$ cat src/rtl/ins_cache_pkg.sv
// Shared types and address-field geometry for the direct-mapped instruction cache.
package ins_cache_pkg;

    localparam int unsigned NUM_BLOCKS    = 8;
    localparam int unsigned TAG_BITS      = 3;
    localparam int unsigned INDEX_BITS    = 3;
    localparam int unsigned OFFSET_BITS   = 2;
    localparam int unsigned WORD_BITS     = 32;
    localparam int unsigned BLOCK_BITS    = 128;
    localparam int unsigned WORDS_PER_BLK = BLOCK_BITS / WORD_BITS;
    localparam int unsigned ADDR_BITS     = 10;
    localparam int unsigned MEM_ADDR_BITS = TAG_BITS + INDEX_BITS;

    localparam int unsigned OFFSET_LSB = 2;
    localparam int unsigned INDEX_LSB  = OFFSET_LSB + OFFSET_BITS;
    localparam int unsigned TAG_LSB    = INDEX_LSB + INDEX_BITS;

    typedef enum logic [1:0] {
        IDLE     = 2'd0,
        MEM_READ = 2'd1,
        UPDATE   = 2'd2
    } state_e;

    typedef logic [WORDS_PER_BLK-1:0][WORD_BITS-1:0] block_t;

endpackage

$ cat src/rtl/ins_cache_fsm.sv
// Miss-handling controller: runs one block read on the memory handshake, then a fill cycle.
module ins_cache_fsm
    import ins_cache_pkg::*;
(
    input  logic   clock,
    input  logic   reset,
    input  logic   read,
    input  logic   hit,
    input  logic   mem_busywait,
    output state_e state,
    output logic   mem_read,
    output logic   latch_miss,
    output logic   fill_en
);

    state_e state_q;
    logic   first_cycle_q;
    logic   mem_read_q;
    logic   fill_en_q;

    assign latch_miss = (state_q == IDLE) & read & ~hit;

    always_ff @(posedge clock or posedge reset) begin
        if (reset) begin
            state_q       <= IDLE;
            first_cycle_q <= 1'b0;
            mem_read_q    <= 1'b0;
            fill_en_q     <= 1'b0;
        end else begin
            unique case (state_q)
                IDLE: begin
                    if (latch_miss) begin
                        state_q       <= MEM_READ;
                        first_cycle_q <= 1'b0;
                        mem_read_q    <= 1'b1;
                    end
                end
                MEM_READ: begin
                    // Memory's busywait is only trusted from the second edge onward.
                    if (!first_cycle_q) begin
                        first_cycle_q <= 1'b1;
                    end else if (!mem_busywait) begin
                        state_q    <= UPDATE;
                        mem_read_q <= 1'b0;
                        fill_en_q  <= 1'b1;
                    end
                end
                UPDATE: begin
                    state_q   <= IDLE;
                    fill_en_q <= 1'b0;
                end
                default: begin
                    state_q    <= IDLE;
                    mem_read_q <= 1'b0;
                    fill_en_q  <= 1'b0;
                end
            endcase
        end
    end

    assign state    = state_q;
    assign mem_read = mem_read_q;
    assign fill_en  = fill_en_q;

endmodule

$ cat src/rtl/ins_cache.sv
// Direct-mapped read-only instruction cache: 8 lines of 128 bits, zero-stall hits.
module ins_cache
    import ins_cache_pkg::*;
(
    input  logic                     clock,
    input  logic                     reset,
    input  logic                     read,
    input  logic [ADDR_BITS-1:0]     address,
    output logic [WORD_BITS-1:0]     instruction,
    output logic                     busywait,
    output logic                     mem_read,
    output logic [MEM_ADDR_BITS-1:0] mem_address,
    input  logic [BLOCK_BITS-1:0]    mem_readdata,
    input  logic                     mem_busywait
);

    logic [TAG_BITS-1:0]    tag;
    logic [INDEX_BITS-1:0]  index;
    logic [OFFSET_BITS-1:0] offset;
    logic                   unused_addr_bits;

    assign tag              = address[TAG_LSB +: TAG_BITS];
    assign index            = address[INDEX_LSB +: INDEX_BITS];
    assign offset           = address[OFFSET_LSB +: OFFSET_BITS];
    assign unused_addr_bits = ^address[OFFSET_LSB-1:0];

    logic [NUM_BLOCKS-1:0] valid_q;
    logic [TAG_BITS-1:0]   tag_q  [NUM_BLOCKS];
    block_t                data_q [NUM_BLOCKS];
    logic [TAG_BITS-1:0]   miss_tag_q;
    logic [INDEX_BITS-1:0] miss_index_q;

    state_e state;
    logic   hit;
    logic   latch_miss;
    logic   fill_en;

    assign hit = read & valid_q[index] & (tag_q[index] == tag);

    ins_cache_fsm u_fsm (
        .clock        (clock),
        .reset        (reset),
        .read         (read),
        .hit          (hit),
        .mem_busywait (mem_busywait),
        .state        (state),
        .mem_read     (mem_read),
        .latch_miss   (latch_miss),
        .fill_en      (fill_en)
    );

    always_ff @(posedge clock or posedge reset) begin
        if (reset) begin
            valid_q      <= '0;
            miss_tag_q   <= '0;
            miss_index_q <= '0;
            for (int i = 0; i < NUM_BLOCKS; i++) begin
                tag_q[i]  <= '0;
                data_q[i] <= '0;
            end
        end else begin
            if (latch_miss) begin
                miss_tag_q   <= tag;
                miss_index_q <= index;
            end
            if (fill_en) begin
                data_q[miss_index_q]  <= mem_readdata;
                tag_q[miss_index_q]   <= miss_tag_q;
                valid_q[miss_index_q] <= 1'b1;
            end
        end
    end

    assign instruction = data_q[index][offset];
    assign busywait    = (read & ~hit) | (state != IDLE);
    assign mem_address = {miss_tag_q, miss_index_q};

endmodule
$ cat config.mk
export PLATFORM = sky130hd
export DESIGN_NAME = ins_cache
export DESIGN_NICKNAME = d
export VERILOG_FILES = /design/src/rtl/ins_cache_pkg.sv /design/src/rtl/ins_cache_fsm.sv /design/src/rtl/ins_cache.sv
export SDC_FILE = /design/constraint.sdc
export NUM_CORES = 2
export LEC_CHECK = 0
export ABC_AREA = 1
export CORE_UTILIZATION = 63
export CTS_BUF_LIST = sky130_fd_sc_hd__clkbuf_8
export DETAILED_ROUTE_END_ITERATION = 10
export PLACE_DENSITY = 0.92
export SYNTH_ARGS = -nofsm -noshare
export SYNTH_HDL_FRONTEND = slang
export SYNTH_SLANG_ARGS = --single-unit
$ cat constraint.sdc
create_clock -name clock -period 59.1 [get_ports clock]
set_clock_uncertainty 0.2 [all_clocks]
set_input_delay 17.73 -clock clock [delete_from_list [all_inputs] [get_ports clock]]
set_output_delay 17.73 -clock clock [all_outputs]
set_load 0.02 [all_outputs]
==> results by group <==
Power
  – Comb power frac: 0.292
  – LEAKAGE: 0.0240 uW
  – Seq pwr share: 0.481
  – Switch Pwr: 995 uW
  – VDD IR-drop max: 0.0000399 V
  – Clock network power share: 0.227
  – PD cells: 51.8 nW/um2
  – P_int: 1680 uW
  – Sw Share: 0.371

Clocking
  – CTS clk-pin slew, worst paths: 60 ps
  – # resized after CTS: 0
  – CTS tree: yes
  – TritonCTS Buffers: 163
  – Post-CTS setup buffers: 0
  – Post-CTS Hold Fix Bufs: 0
  – Clock sink count: 1067
  – H-tree Lvls: 4
  – Root Buffer: clkbuf_8
  – Deepest clock path buffer count: 3
  – Worst skew pair latency: 840 ps

STA
  – Fin Setup TNS: 0 ps
  – Max Clk Rate: 24.9 MHz
  – Slew @ Worst Pin: 1190 ps
  – Tmin final: 40230 ps
  – Rel. slew slack: 0.209
  – Final period utilization: 0.681
  – Pins Over Slew Limit: 0
  – # setup viols final: 0
  – RSZ-0062 raised after global routing: false
  – Final Hold Viols: 0

Place
  – HPWL after DPL: 75.7 mm
  – Placed insts: 6210
  – Routability-driven placement congestion ratio: 0.854
  – I/O Buffers: 179

Detailed routing
  – Met1 wire length: 49.9 mm
  – DR pass1 iterations: 9
  – Highest metal used: met5
  – Iter 0 DRT Violations: 5996
  – Wirelength per Cell: 21.3 um
  – DRC viols: 0
  – DR WL met2: 61.6 mm
  – Post-Route WL: 138 mm
  – Met3 wire len: 18.0 mm
  – Vias after detailed routing: 42400
  – Vias per std cell: 6.52
  – Antenna Violating Nets Remaining: 0

GRT
  – Initial antenna violation count: 3
  – First-pass GRT wire length: 218 mm
  – Total gr overflow: 0
  – Vias in the first global route: 41500
  – Pin count of the biggest net entering global routing: 266
  – Total GRT Usage: 0.368

Synthesis
  – Mapped Cells: 5480
  – Sequential fraction of the synthesis area: 0.567
  – Post-synth top flop: dfrtp_1
  – Synth warn: 0
  – Syn avg cell area: 8.59 um2
  – Synth top area cells: dfrtp_1 57%, o21ai_0 17%, nand2_1 9.2%, nor2_1 4.6%, o221ai_1 3.7%
  – Dominant cell type by area after synthesis: dfrtp_1
  – Top-count cell post-synth: o21ai_0
  – Mapped Nets: 5622
  – Synth async-reset ratio: 1.00
  – Top cells by count, synth: 1571 x o21ai_0, 1149 x nand2_1, 1067 x dfrtp_1
  – Netlist Area Pre-Place: 47100 um2
  – Flop and latch count out of synthesis: 1067
  – Distinct cell type count after synthesis: 26
  – Synth top area share: 0.567
  – Number of flops mapped to enable cells by yosys: 0

Cells and area
  – Multi-input logic area: 17600 um2
  – Reg area: 26700 um2
  – Share of cells above drive strength 1: 0.0540
  – Area delta synth->final: 9.83%
  – # nets final: 5558
  – Fillers: 5057
  – Fin cells: 6497

Critical path
  – CP delay by family, top: buffers and inverters
  – CP startpoint: address[5]
  – Buf+Inv Stages, Crit Path: 5
  – CP Launch Type: input pin
  – Largest stage delay, worst path: 760 ps
  – CP Capture Type: output port
  – Flop-to-flop setup slack: 54990 ps
  – CP arrival: 22300 ps
  – R2r endpoint: data_q[205]
  – Worst Path Required: 41170 ps
  – Worst-path cell chain: clkbuf_8, inv_8, buf_4, buf_4, o21ai_0, o22ai_1, nor2_1, nor2_1, o21ai_0, a21oi_1, clkdlybuf4s50_1
  – Crit-path max FO: 148
  – Slowest cell on the critical path: inv_8
  – WS Path Type: in2out
  – R2R Path Start: miss_index_q[0]
  – Reg2reg path depth: 6

Die
  – Initial Util: 0.641
  – Core Area: 73500 um2
  – # IOs: 182
  – Die area: 75800 um2
  – Rows: 99
  – Die Width: 275 um
  – Die H: 275 um

Min path
  – Worst hold path endpoint: valid_q[4]
  – Hold Path Depth: 2
  – Hold Startpoint: valid_q[4]
  – Worst min path class: reg2reg

Job
  – Max-cap violations: 0

Outcome
  – Status: finished clean
[per-layer routing]
layer,up-vias,track usage
met2,3045,0.557
met5,-,0.00313
met3,614,0.0937
met4,2,0.236
met1,20300,0.477
li1,18400,-
[flip-flops by register name, summed over array words and instances (netlist names), 2 cells and up]
register / count
tag_q: 24
valid_q: 8
miss_tag_q: 3
data_q: 1024
u_fsm.state: 2
miss_index_q: 3
[placed cells by master, fill, tap and decap left out, drive strengths merged, types with 21 or more instances in the layout]
| cell | count |
|---|---|
| o21ai | 1608 |
| clkdlybuf4s50 | 174 |
| nand2 | 1152 |
| clkbuf | 197 |
| inv | 246 |
| a21oi | 51 |
| o22ai | 49 |
| o221ai | 198 |
| buf | 51 |
| nor2 | 583 |
| dfrtp | 1067 |
| clkinv | 21 |
| nand3 | 99 |
| a31oi | 28 |
[worst max-delay path by stage]
stage,end,depth (start not counted)
after floorplan,data_q[0],1
after global placement,instruction[26],13
after detailed placement,instruction[26],13
after CTS,instruction[26],13
after global routing,instruction[26],13
final,instruction[11],11
[final cells by class]
type,count,share of cell area
Sequential cell,1067,0.516
Multi-Input combinational cell,3773,0.341
Clock buffer,196,0.0522
Timing Repair Buffer,226,0.0424
Tap cell,959,0.0232
Inverter,185,0.0143
Clock inverter,90,0.0102
Antenna cell,1,0.0000484
[worst min-delay path: cells and delay by family (launching register included)]
| family | cells | cell delay, ps |
|---|---|---|
| buf+inv | 1 | 50 |
| flops | 1 | 320 |
| simple gates | 1 | 50 |
[cell families (layout without fill, tap and decap cells)]
family	after synthesis	after routing	synth area share
AO/OA/AOI/OAI	1938	1938	0.224
flip-flops	1067	1067	0.567
other	0	1	0
AND/OR/NAND/NOR	1835	1835	0.149
buffers and inverters	640	697	0.0594
[power by group through the flow]
stage               clock [uW]  sequential [uW]  combinational, uW
finish                     608             1290                782
global route               641             1330                883
CTS                        607             1280                769
detailed placement           0             1290                756
global placement             0             1270                705
floorplan                    0             1250                559
[per-stage QoR]
step                      total power, uW  hold slack (ps)   util  cell area (um2)  worst slack (ps)
after global placement               1970              235  0.660            48500             19090
after floorplan                      1810              222      -            47100             11130
after detailed placement             2040              238  0.660            48500             19120
final                                2680              248  0.704            51700             18870
after CTS                            2660              254  0.704            51700             19050
after global routing                 2850              270  0.704            51700             18780
No activity file was read; power rests on OpenSTA's default activity.
